File: src/rtl/fp_ctrl_pkg.sv
// Shared constants and types for the FP issue/writeback controller:
// OP-FP decode values, op encodings, default latencies and the reservation entry.
package fp_ctrl_pkg;

    localparam logic [6:0] OP_FP   = 7'b1010011;
    localparam logic [6:0] F7_FADD = 7'h00;
    localparam logic [6:0] F7_FSUB = 7'h04;
    localparam logic [6:0] F7_FMUL = 7'h08;
    localparam logic [6:0] F7_FDIV = 7'h0C;

    typedef enum logic [1:0] {
        FP_ADD = 2'b00,
        FP_SUB = 2'b01,
        FP_MUL = 2'b10,
        FP_DIV = 2'b11
    } fpOp_e;

    localparam int DEF_LAT_ADD = 2;
    localparam int DEF_LAT_MUL = 3;
    localparam int DEF_LAT_DIV = 8;
    localparam int FP_RD_W     = 5;
    localparam int RES_DEPTH   = 15;

    typedef struct packed {
        logic               valid;
        logic [FP_RD_W-1:0] rd;
        fpOp_e              op;
    } resEntry_t;

    function automatic logic [3:0] fpLatency(input fpOp_e op, input int latAdd,
                                             input int latMul, input int latDiv);
        logic [3:0] lat;
        case (op)
            FP_ADD:  lat = 4'(latAdd);
            FP_SUB:  lat = 4'(latAdd);
            FP_MUL:  lat = 4'(latMul);
            FP_DIV:  lat = 4'(latDiv);
            default: lat = 4'(latAdd);
        endcase
        return lat;
    endfunction

endpackage

File: src/rtl/fp_wb_reservation.sv
// Writeback reservation shift register: slot k holds the op writing back k cycles from now.
// With FP_SCOREBOARD_EN defined it also reports whether any booked op targets a queried register.
module fp_wb_reservation
    import fp_ctrl_pkg::*;
#(
    parameter type entry_t = resEntry_t
`ifdef FP_SCOREBOARD_EN
    , parameter int RD_W = FP_RD_W
`endif
) (
    input  logic            clk,
    input  logic            reset,
    input  logic            bookEn,
    input  logic [3:0]      bookSlot,
    input  entry_t          bookEntry,
    input  logic [4:0]      querySlot,
    output logic            slotBusy,
`ifdef FP_SCOREBOARD_EN
    input  logic [RD_W-1:0] hitRs1,
    input  logic [RD_W-1:0] hitRs2,
    input  logic [RD_W-1:0] hitRd,
    output logic            rdHit,
`endif
    output logic            pending,
    output entry_t          head
);

    entry_t resv_r [1:RES_DEPTH];

    // Shift every booking one slot toward the head; a new booking lands after the shift.
    always_ff @(posedge clk) begin
        if (!reset) begin
            for (int k = 1; k <= RES_DEPTH; k++) begin
                resv_r[k] <= '0;
            end
        end else begin
            for (int k = 1; k < RES_DEPTH; k++) begin
                resv_r[k] <= resv_r[k+1];
            end
            resv_r[RES_DEPTH] <= '0;
            for (int k = 1; k <= RES_DEPTH; k++) begin
                if (bookEn && (bookSlot == 4'(k))) begin
                    resv_r[k] <= bookEntry;
                end
            end
        end
    end

    // Slot query (a slot past the end is always free) and occupancy beyond the head.
    always_comb begin
        slotBusy = 1'b0;
        pending  = 1'b0;
        for (int k = 1; k <= RES_DEPTH; k++) begin
            slotBusy = slotBusy | ((querySlot == 5'(k)) & resv_r[k].valid);
        end
        for (int k = 2; k <= RES_DEPTH; k++) begin
            pending = pending | resv_r[k].valid;
        end
        head = resv_r[1];
    end

`ifdef FP_SCOREBOARD_EN
    // Any booked op whose destination matches one of the queried registers.
    always_comb begin
        rdHit = 1'b0;
        for (int k = 1; k <= RES_DEPTH; k++) begin
            rdHit = rdHit | (resv_r[k].valid &
                             ((resv_r[k].rd == hitRs1) | (resv_r[k].rd == hitRs2) |
                              (resv_r[k].rd == hitRd)));
        end
    end
`endif

endmodule

File: src/rtl/fp_issue_ctrl.sv
// FP issue/writeback controller: decodes OP-FP in D, issues at D->E, books the single writeback port.
// Optional register-hazard stalls are enabled by defining FP_SCOREBOARD_EN.
module fp_issue_ctrl
    import fp_ctrl_pkg::*;
#(
    parameter int LAT_ADD = DEF_LAT_ADD,
    parameter int LAT_MUL = DEF_LAT_MUL,
    parameter int LAT_DIV = DEF_LAT_DIV,
    parameter int RD_W    = FP_RD_W
) (
    input  logic            clk,
    input  logic            reset,
    input  logic [31:0]     InstrD,
    input  logic            ValidD,
    input  logic            FlushE,
    output logic            StallD,
    output logic            IllegalFpD,
    output logic            IssueE,
    output logic [1:0]      FpOpE,
    output logic [RD_W-1:0] FpRdE,
    output logic            FpRegWriteW,
    output logic [RD_W-1:0] FpRdW,
    output logic [1:0]      FpOpW,
    output logic            FpBusy
);

    typedef struct packed {
        logic            valid;
        logic [RD_W-1:0] rd;
        fpOp_e           op;
    } wbEntry_t;

    logic            isFp_s;
    logic            legal_s;
    fpOp_e           op_s;
    logic [3:0]      lat_s;
    logic [RD_W-1:0] rd_s;
    logic            fpValid_s;
    logic            slotBusy_s;
    logic            divStall_s;
    logic            rawStall_s;
    logic            stall_s;
    logic            issue_s;
    logic            pending_s;
    logic [4:0]      querySlot_s;
    logic [3:0]      divCnt_r;
    wbEntry_t        bookEntry_s;
    wbEntry_t        head_s;
    logic            unusedInstr_s;

    // Decode the instruction in D and work out whether it may issue this edge.
    always_comb begin
        isFp_s  = (InstrD[6:0] == OP_FP);
        legal_s = 1'b1;
        op_s    = FP_ADD;
        case (InstrD[31:25])
            F7_FADD: op_s = FP_ADD;
            F7_FSUB: op_s = FP_SUB;
            F7_FMUL: op_s = FP_MUL;
            F7_FDIV: op_s = FP_DIV;
            default: legal_s = 1'b0;
        endcase
        lat_s       = fpLatency(op_s, LAT_ADD, LAT_MUL, LAT_DIV);
        rd_s        = RD_W'(InstrD[11:7]);
        querySlot_s = {1'b0, lat_s} + 5'd1;
        fpValid_s   = ValidD & isFp_s & legal_s;
        // The divider frees up in time when its last busy cycle is the new div's D cycle.
        divStall_s  = (op_s == FP_DIV) & (divCnt_r > 4'd1);
        stall_s     = fpValid_s & (slotBusy_s | divStall_s | rawStall_s);
        issue_s     = fpValid_s & ~stall_s & ~FlushE;
        bookEntry_s.valid = 1'b1;
        bookEntry_s.rd    = rd_s;
        bookEntry_s.op    = op_s;
    end

    assign StallD     = stall_s;
    assign IllegalFpD = ValidD & isFp_s & ~legal_s;

`ifdef FP_SCOREBOARD_EN
    logic            resHit_s;
    logic [RD_W-1:0] rs1_s;
    logic [RD_W-1:0] rs2_s;

    assign rs1_s         = RD_W'(InstrD[19:15]);
    assign rs2_s         = RD_W'(InstrD[24:20]);
    assign unusedInstr_s = ^InstrD[14:12];

    // No bypass: any register still owned by the op in E, a booking or the writeback stalls D.
    always_comb begin
        rawStall_s = resHit_s
                   | (IssueE & ((FpRdE == rs1_s) | (FpRdE == rs2_s) | (FpRdE == rd_s)))
                   | (FpRegWriteW & ((FpRdW == rs1_s) | (FpRdW == rs2_s) | (FpRdW == rd_s)));
    end

    fp_wb_reservation #(
        .entry_t (wbEntry_t),
        .RD_W    (RD_W)
    ) uResv (
        .clk       (clk),
        .reset     (reset),
        .bookEn    (issue_s),
        .bookSlot  (lat_s),
        .bookEntry (bookEntry_s),
        .querySlot (querySlot_s),
        .slotBusy  (slotBusy_s),
        .hitRs1    (rs1_s),
        .hitRs2    (rs2_s),
        .hitRd     (rd_s),
        .rdHit     (resHit_s),
        .pending   (pending_s),
        .head      (head_s)
    );
`else
    assign rawStall_s    = 1'b0;
    assign unusedInstr_s = ^InstrD[24:12];

    fp_wb_reservation #(
        .entry_t (wbEntry_t)
    ) uResv (
        .clk       (clk),
        .reset     (reset),
        .bookEn    (issue_s),
        .bookSlot  (lat_s),
        .bookEntry (bookEntry_s),
        .querySlot (querySlot_s),
        .slotBusy  (slotBusy_s),
        .pending   (pending_s),
        .head      (head_s)
    );
`endif

    // E-stage and W-stage registers plus the divider countdown.
    always_ff @(posedge clk) begin
        if (!reset) begin
            IssueE      <= 1'b0;
            FpOpE       <= 2'b00;
            FpRdE       <= {RD_W{1'b0}};
            FpRegWriteW <= 1'b0;
            FpRdW       <= {RD_W{1'b0}};
            FpOpW       <= 2'b00;
            FpBusy      <= 1'b0;
            divCnt_r    <= 4'd0;
        end else begin
            IssueE      <= issue_s;
            FpOpE       <= issue_s ? op_s : FP_ADD;
            FpRdE       <= issue_s ? rd_s : {RD_W{1'b0}};
            FpRegWriteW <= head_s.valid;
            FpRdW       <= head_s.valid ? head_s.rd : {RD_W{1'b0}};
            FpOpW       <= head_s.valid ? head_s.op : FP_ADD;
            FpBusy      <= issue_s | pending_s;
            if (issue_s && (op_s == FP_DIV)) begin
                divCnt_r <= 4'(LAT_DIV);
            end else if (divCnt_r != 4'd0) begin
                divCnt_r <= divCnt_r - 4'd1;
            end else begin
                divCnt_r <= 4'd0;
            end
        end
    end

endmodule

File: config.mk
export PLATFORM = sky130hd
export DESIGN_NAME = fp_issue_ctrl
export DESIGN_NICKNAME = d
export VERILOG_FILES = /design/src/rtl/fp_ctrl_pkg.sv /design/src/rtl/fp_wb_reservation.sv /design/src/rtl/fp_issue_ctrl.sv
export SDC_FILE = /design/constraint.sdc
export NUM_CORES = 1
export LEC_CHECK = 0
export ABC_CLOCK_PERIOD_IN_PS = 3950
export CORE_MARGIN = 2
export CORE_UTILIZATION = 39
export DETAILED_ROUTE_END_ITERATION = 8
export SYNTH_ARGS = -nofsm -noshare
export SYNTH_HDL_FRONTEND = slang
export SYNTH_SLANG_ARGS = --single-unit
File: constraint.sdc
create_clock -name clk -period 3.95 [get_ports clk]
set_clock_uncertainty 0.1 [all_clocks]
set_input_delay 0.395 -clock clk [delete_from_list [all_inputs] [get_ports clk]]
set_output_delay 0.395 -clock clk [all_outputs]
set_load 0.01 [all_outputs]
==> results of run 1 <==
registers in the layout, indices dropped and copies added (netlist names):
register	count
FpBusy	1
uResv.resv_r	88
FpRdE	5
FpOpW	2
FpRegWriteW	1
FpRdW	5
FpOpE	2
IssueE	1
divCnt_r	4
metrics by stage:
| step | util, % | cell area (µm²) | setup slack (ns) | hold WS, ns |
|---|---|---|---|---|
| floorplan | - | 3380 | 1.93 | 0.304 |
| global placement | 46.6 | 3870 | 1.23 | 0.307 |
| detailed placement | 46.6 | 3870 | 1.22 | 0.315 |
| CTS | 49.1 | 4070 | 0.989 | 0.330 |
| global route | 49.1 | 4070 | 0.827 | 0.343 |
| finish | 49.1 | 4070 | 1.01 | 0.331 |
synthesized netlist by cell type (3+ instances only):
cell,n,share of area (%)
dfxtp_1,109,65
and2_1,63,12
nand2_1,28,3.1
mux2i_1,16,4.8
and3_1,9,1.7
clkbuf_1,9,1.0
nor2_1,9,1.0
nor3_1,5,0.75
o21a_1,5,1.1
inv_1,4,0.45
a21oi_1,3,0.45
worst min-delay path by stage:
stage | from | endpoint | slack [ns] | cells past startpoint
CTS | uResv.resv_r[0][32]$_SDFF_PN0_ | uResv.resv_r[0][24]$_DFF_P_ | 0.33 | 2
global route | uResv.resv_r[0][59]$_SDFF_PN0_ | uResv.resv_r[0][51]$_SDFF_PN0_ | 0.34 | 1
detailed placement | uResv.resv_r[0][32]$_SDFF_PN0_ | uResv.resv_r[0][24]$_DFF_P_ | 0.32 | 2
finish | uResv.resv_r[0][32]$_SDFF_PN0_ | uResv.resv_r[0][24]$_DFF_P_ | 0.33 | 2
global placement | uResv.resv_r[0][32]$_SDFF_PN0_ | uResv.resv_r[0][24]$_DFF_P_ | 0.31 | 2
floorplan | uResv.resv_r[0][32]$_SDFF_PN0_ | uResv.resv_r[0][24]$_DFF_P_ | 0.30 | 2
kinds of logic (layout without fill, tap and decap cells):
logic type	after synthesis	count (layout)	synth area share (%)
simple gates	131	131	23.4
compound gates	13	13	3.35
other cells	1	8	0.112
fa+ha+maj	2	2	0.745
flops	109	109	65.0
mux	17	17	5.11
buf+inv	16	62	2.24
metal layers:
layer  vias up  share of wire, %  global-route usage [%]
met1       900                51                    14.2
li1       1028                 -                       -
met3        10               4.8                    3.18
met5         -                 0                       0
met4         0               1.9                    5.85
met2        46                43                    17.1
power groups by stage:
stage	clock network (mW)	logic, mW	registers, mW
floorplan	0	0.0927	1.17
global placement	0	0.132	1.17
detailed placement	0	0.137	1.18
CTS	0.706	0.137	1.15
global route	0.753	0.155	1.15
finish	0.680	0.136	1.15
worst register-to-register path: cells and delay by family (launching register included):
kind | cells | cell delay [ns]
buffers and inverters | 1 | 0.06
adders and majority gates | 1 | 0.22
AOI/OAI and AO/OA | 2 | 0.71
DFF | 1 | 0.34
and+or+nand+nor | 2 | 0.39
cell type report:
class	instances	area share, %
inverters	4	0.369
well taps	105	3.23
multi-input cells	171	27.7
repair buffers	42	10.1
flip-flops and latches	109	53.6
clock buffers	10	3.13
clock inverters	6	1.87
==> results by group, run 1 <==
GRT
  • Vias in the first global route: 1831
  • First-pass GRT wire length: 8420 µm
  • Largest net degree at the start of global routing: 72
  • Initial antenna violation count: 0
  • Total gr overflow: 0
  • GRT Util Overall: 11.1%

Floorplan
  • Die W: 96.8 µm
  • Rows: 33
  • Die area: 9370 µm²
  • Initial Utilization: 40.4%
  • Core area: 8300 µm²
  • Die H: 96.8 µm
  • I/O pin cnt: 55

Place
  • Placer Congestion: 0.731
  • Buffers on Ports: 41
  • Placed Instances: 431
  • Detailed Place HPWL: 3300 µm

Setup path
  • Cell count of the worst reg-to-reg path: 6
  • Max incr delay on CP: 0.56 ns
  • Worst Setup Start Kind: register
  • CP bufs+invs: 2
  • R2r setup slk: 2.07 ns
  • Setup CP Type: reg -> out
  • CP Data Arrival Time: 2.44 ns
  • Crit path to: StallD
  • Critical Path RT: 3.45 ns
  • CP Max Fanout: 5
  • Crit-path leading delay family: buffers and inverters
  • Reg2reg end: FpOpE[0]$_SDFF_PN0_
  • Worst path cell trace: inv_1, ha_1, or2_2, a21oi_2, a21oi_1, nor3_1, clkdlybuf4s50_1
  • CP startpoint: divCnt_r[0]$_SDFF_PP0_
  • CP Capture Type: output pin
  • CP max-delay cell: clkdlybuf4s50_1
  • RR Startpoint: divCnt_r[0]$_SDFF_PP0_
  • Number of cells on the critical path: 7

Power and ir drop
  • Combinational share of power: 6.9%
  • Final total power: 1.97 mW
  • Internal power: 1.50 mW
  • Sequential Power Share: 58.5%
  • Peak VDD IR: 144 µV
  • Static Leak: 1.68 nW
  • Switching Power: 0.461 mW
  • Sw frac: 23.4%
  • Pwr Density: 483 nW/µm²
  • Clock power share: 34.6%

Clocking
  • CTS Root Cell: clkbuf_8
  • CTS tree: done
  • # clock sinks: 109
  • Cts-stage hold buffer count: 0
  • Bufs on Longest Clock Path: 2
  • Post-CTS setup buffer count: 0
  • Worst skew pair latency: 0.35 ns
  • # H-tree levels: 3
  • Clk pin slew, worst setup/hold paths: 0.09 ns
  • Post-cts sizing count: 0
  • Inserted Clock Buffers: 9

STA
  • Final setup vio count: 0
  • Final Hold Viols: 0
  • Unrepaired setup endpoints after global routing: no
  • Setup TNS: 0 ns
  • Final period util: 74.3%
  • Final Critical Period: 2.94 ns
  • Relative slew slack: 57.4%
  • FMAX: 341 MHz
  • Tightest Pin Transition: 0.634 ns
  • Max-slew violations: 0

Detailed routing
  • Drt wl/cell: 11.0 µm
  • 1st-iter DRT viols: 46
  • First-pass DRT Iterations: 4
  • Vias after detailed routing: 1984
  • Residual DRC count: 0
  • Antenna violation net count after detailed routing: 0
  • WL final: 4910 µm
  • Vias per cell: 4.44

Cells and area
  • Area growth syn-to-layout: 21.3%
  • Layout cells sized above 1: 7.89%
  • Layout Cells excl Fill: 447
  • Final nets: 375
  • Commonest non-fill, non-tap cells in the layout: 109 x dfxtp_1, 63 x and2_1, 40 x clkdlybuf4s50_1, 28 x nand2_1, 16 x mux2i_1
  • Multi-input logic area: 1130 µm²
  • Antenna diode count: 0
  • Register area: 2180 µm²
  • Leading cell type in the layout, fill and taps excluded: dfxtp_1
  • Number of fill cells in the layout: 793

Synth
  • Syn. warnings: 0
  • Synthesized cell area: 3360 µm²
  • Synth Instances: 289
  • Count of state elements after synthesis: 109
  • Cell variety after synth: 35
  • Async set-or-reset flop fraction in the synthesized netlist: 0%
  • Number of synthesized flops with an enable pin: 0
  • Sequential share of the synthesized area: 65.0%
  • Avg Inst Size Synth: 11.6 µm²
  • Post-synth top flop: dfxtp_1

Min path
  • Min-Delay Path Class: reg -> reg

Outcome
  • Outcome: completed

Job
  • Max cap viols: 0
No activity file was read; power rests on OpenSTA's default activity.
==> inputs of run 2 (changes only) <==
Settings changed: ABC_CLOCK_PERIOD_IN_PS 3950 to 2750.
Clock period 3.95 ns to 2.75 ns, I/O delays scaled along.
==> run 2 against run 1 <==
Effect of this change:
- final area barely moved
- via count decreased by 0.55%
- clock-buffer cell count is 1 lower
- worst hold slack worse by 0.089 ns
- register-to-register slack lost 1.2 ns
- largest cell class unchanged
- largest power group unchanged
==> results by group, run 2 (synthesis gave the netlist of run 1 again) <==
STA
  • Final Critical Period: 2.52 ns
  • Final setup vio count: 0 (unchanged)
  • Unrepaired setup endpoints after global routing: no (unchanged)
  • FMAX: 398 MHz
  • Tightest Pin Transition: 0.612 ns (was 0.634 ns)
  • Final worst slack: 0.235 ns (was 1.01 ns)
  • Final Hold Viols: 0 (unchanged)
  • Setup TNS: 0 ns (unchanged)
  • Max-slew violations: 0 (unchanged)
  • Relative slew slack: 59.2% (was 57.4%)
  • Final period util: 91.5%

Floorplan
  • Rows: 33 (unchanged)
  • Die H: 96.8 µm (unchanged)
  • Die W: 96.8 µm (unchanged)
  • Die area: 9370 µm² (unchanged)
  • I/O pin cnt: 55 (unchanged)
  • Core area: 8300 µm² (unchanged)
  • Initial Utilization: 40.4% (unchanged)

GRT
  • GRT Util Overall: 11.2% (was 11.1%)
  • GRT met2 Usage: 17.0% (was 17.1%)
  • Initial antenna violation count: 0 (unchanged)
  • Largest net degree at the start of global routing: 39 (was 72)
  • Vias in the first global route: 1814 (was 1831)
  • First-pass GRT wire length: 8400 µm (was 8420 µm)
  • M3 GR Usage: 3.40% (was 3.18%)
  • GR peak layer: met2 (unchanged)
  • Met1 Usage GRT: 14.1% (was 14.2%)
  • Total gr overflow: 0 (unchanged)

Detailed routing
  • Residual DRC count: 0 (unchanged)
  • Vias after detailed routing: 1973 (was 1984)
  • 1st-iter DRT viols: 56 (was 46)
  • Vias per cell: 4.39 (was 4.44)
  • First-pass DRT Iterations: 4 (unchanged)
  • Antenna violation net count after detailed routing: 0 (unchanged)
  • Drt wl/cell: 11.1 µm (was 11.0 µm)
  • WL final: 4980 µm (was 4910 µm)

Cells and area
  • Number of fill cells in the layout: 787 (was 793)
  • Leading cell type in the layout, fill and taps excluded: dfxtp_1 (unchanged)
  • Final nets: 378 (was 375)
  • Final Util: 49.1% (about the same)
  • Layout cells sized above 1: 8.72% (was 7.89%)
  • Area growth syn-to-layout: 21.4% (was 21.3%)
  • Commonest non-fill, non-tap cells in the layout: 109 x dfxtp_1, 63 x and2_1, 39 x clkdlybuf4s50_1, 28 x nand2_1, 16 x mux2i_1 (was 109 x dfxtp_1, 63 x and2_1, 40 x clkdlybuf4s50_1, 28 x nand2_1, 16 x mux2i_1)
  • Antenna diode count: 0 (unchanged)
  • Top flop regs: uResv.resv_r (88), FpRdE (5), FpRdW (5) (unchanged)
  • Top reg by flops: uResv.resv_r (unchanged)
  • Max reg flops: 88 (unchanged)

Outcome
  • Outcome: completed (unchanged)

Power and ir drop
  • Pwr Density: 672 nW/µm² (was 483 nW/µm²)
  • Peak VDD IR: 223 µV (was 144 µV)
  • Static Leak: 1.69 nW (was 1.68 nW)
  • Final total power: 2.74 mW (was 1.97 mW)

Clocking
  • # clock sinks: 109 (unchanged)
  • # H-tree levels: 3 (unchanged)
  • Inserted Clock Buffers: 9 (unchanged)
  • CTS tree: done (unchanged)
  • Worst skew pair latency: 0.37 ns (was 0.35 ns)
  • Bufs on Longest Clock Path: 2 (unchanged)
  • CTS Root Cell: clkbuf_8 (unchanged)
  • Clk pin slew, worst setup/hold paths: 0.10 ns (was 0.09 ns)

Place
  • Buffers on Ports: 41 (unchanged)
  • Setup Slack @ Placement: 0.301 ns (was 1.22 ns)
  • Placer Congestion: 0.773 (was 0.731)
  • Detailed Place HPWL: 3340 µm (was 3300 µm)

Setup path
  • CP Capture Type: output pin (unchanged)
  • Max incr delay on CP: 0.39 ns (was 0.56 ns)
  • Critical Path RT: 2.38 ns (was 3.45 ns)
  • Setup CP Type: reg -> out (unchanged)
  • CP Max Fanout: 5 (unchanged)
  • CP Data Arrival Time: 2.14 ns (was 2.44 ns)
  • Worst Setup Start Kind: register (unchanged)
  • Worst path cell trace: inv_1, ha_1, or2_2, a21oi_4, a21oi_1, nor3_1, dlygate4sd2_1 (was inv_1, ha_1, or2_2, a21oi_2, a21oi_1, nor3_1, clkdlybuf4s50_1)
  • CP max-delay cell: dfxtp_1 (was clkdlybuf4s50_1)

Min path
  • Min-Delay Path Class: in -> reg (was reg -> reg)

Job
  • Max cap viols: 0 (unchanged)
[run 2: metal layers]
layer	share of wire, %	vias to the layer above
met3	4.8	10
met4	2.4	0
met5	0	-
met2	42	46
met1	50	887
li1	-	1030
[run 2: report_power, final]
| group | switching [mW] | internal, mW | total [mW] |
|---|---|---|---|
| combinational | 0.0998 | 0.104 | 0.204 |
| sequential | 0.0299 | 1.62 | 1.65 |
| clock | 0.542 | 0.342 | 0.884 |
[run 2: what timing repair did]
action	4_1_cts	5_1_grt
resized for setup	2	0
endpoints found under the setup margin	1	0
hold buffers	0	0
buffers inserted	0	0
endpoints found under the hold margin	0	0
[run 2: path summary, 6_finish.rpt]
| check | from | to | slack (ns) | depth (start not counted) |
|---|---|---|---|---|
| worst min register to register | uResv.resv_r[0][32]$_SDFF_PN0_ | uResv.resv_r[0][24]$_DFF_P_ | 0.33 | 2 |
| worst max-delay path | divCnt_r[0]$_SDFF_PP0_ | StallD | 0.23 | 7 |
| worst max register to register | divCnt_r[1]$_SDFF_PP0_ | FpOpE[0]$_SDFF_PN0_ | 0.83 | 6 |
| worst min-delay path | reset | uResv.resv_r[0][64]$_DFF_P_ | 0.24 | 2 |
[run 2: stage by stage]
step	hold WS [ns]	area, µm²	cells
2_1_floorplan	0.297	3380	296
3_3_place_gp	0.309	3890	434
3_5_place_dp	0.314	3890	434
4_1_cts	0.253	4070	449
5_1_grt	0.275	4070	449
6_report	0.242	4070	449
[run 2: layout make-up]
cell class | count | area [µm²] | area share, %
Sequential cell | 109 | 2180 | 53.6
Multi-Input combinational cell | 171 | 1130 | 27.8
Timing Repair Buffer | 45 | 434 | 10.7
Tap cell | 105 | 131 | 3.22
Clock buffer | 9 | 124 | 3.04
Clock inverter | 6 | 53.8 | 1.32
Inverter | 4 | 15.0 | 0.369
[run 2: critical path: cells and delay by family (launching register included)]
kind	cells	cell delay, ns
and+or+nand+nor	2	0.49
DFF	1	0.39
buffers and inverters	2	0.35
AOI/OAI and AO/OA	2	0.31
adders and majority gates	1	0.24
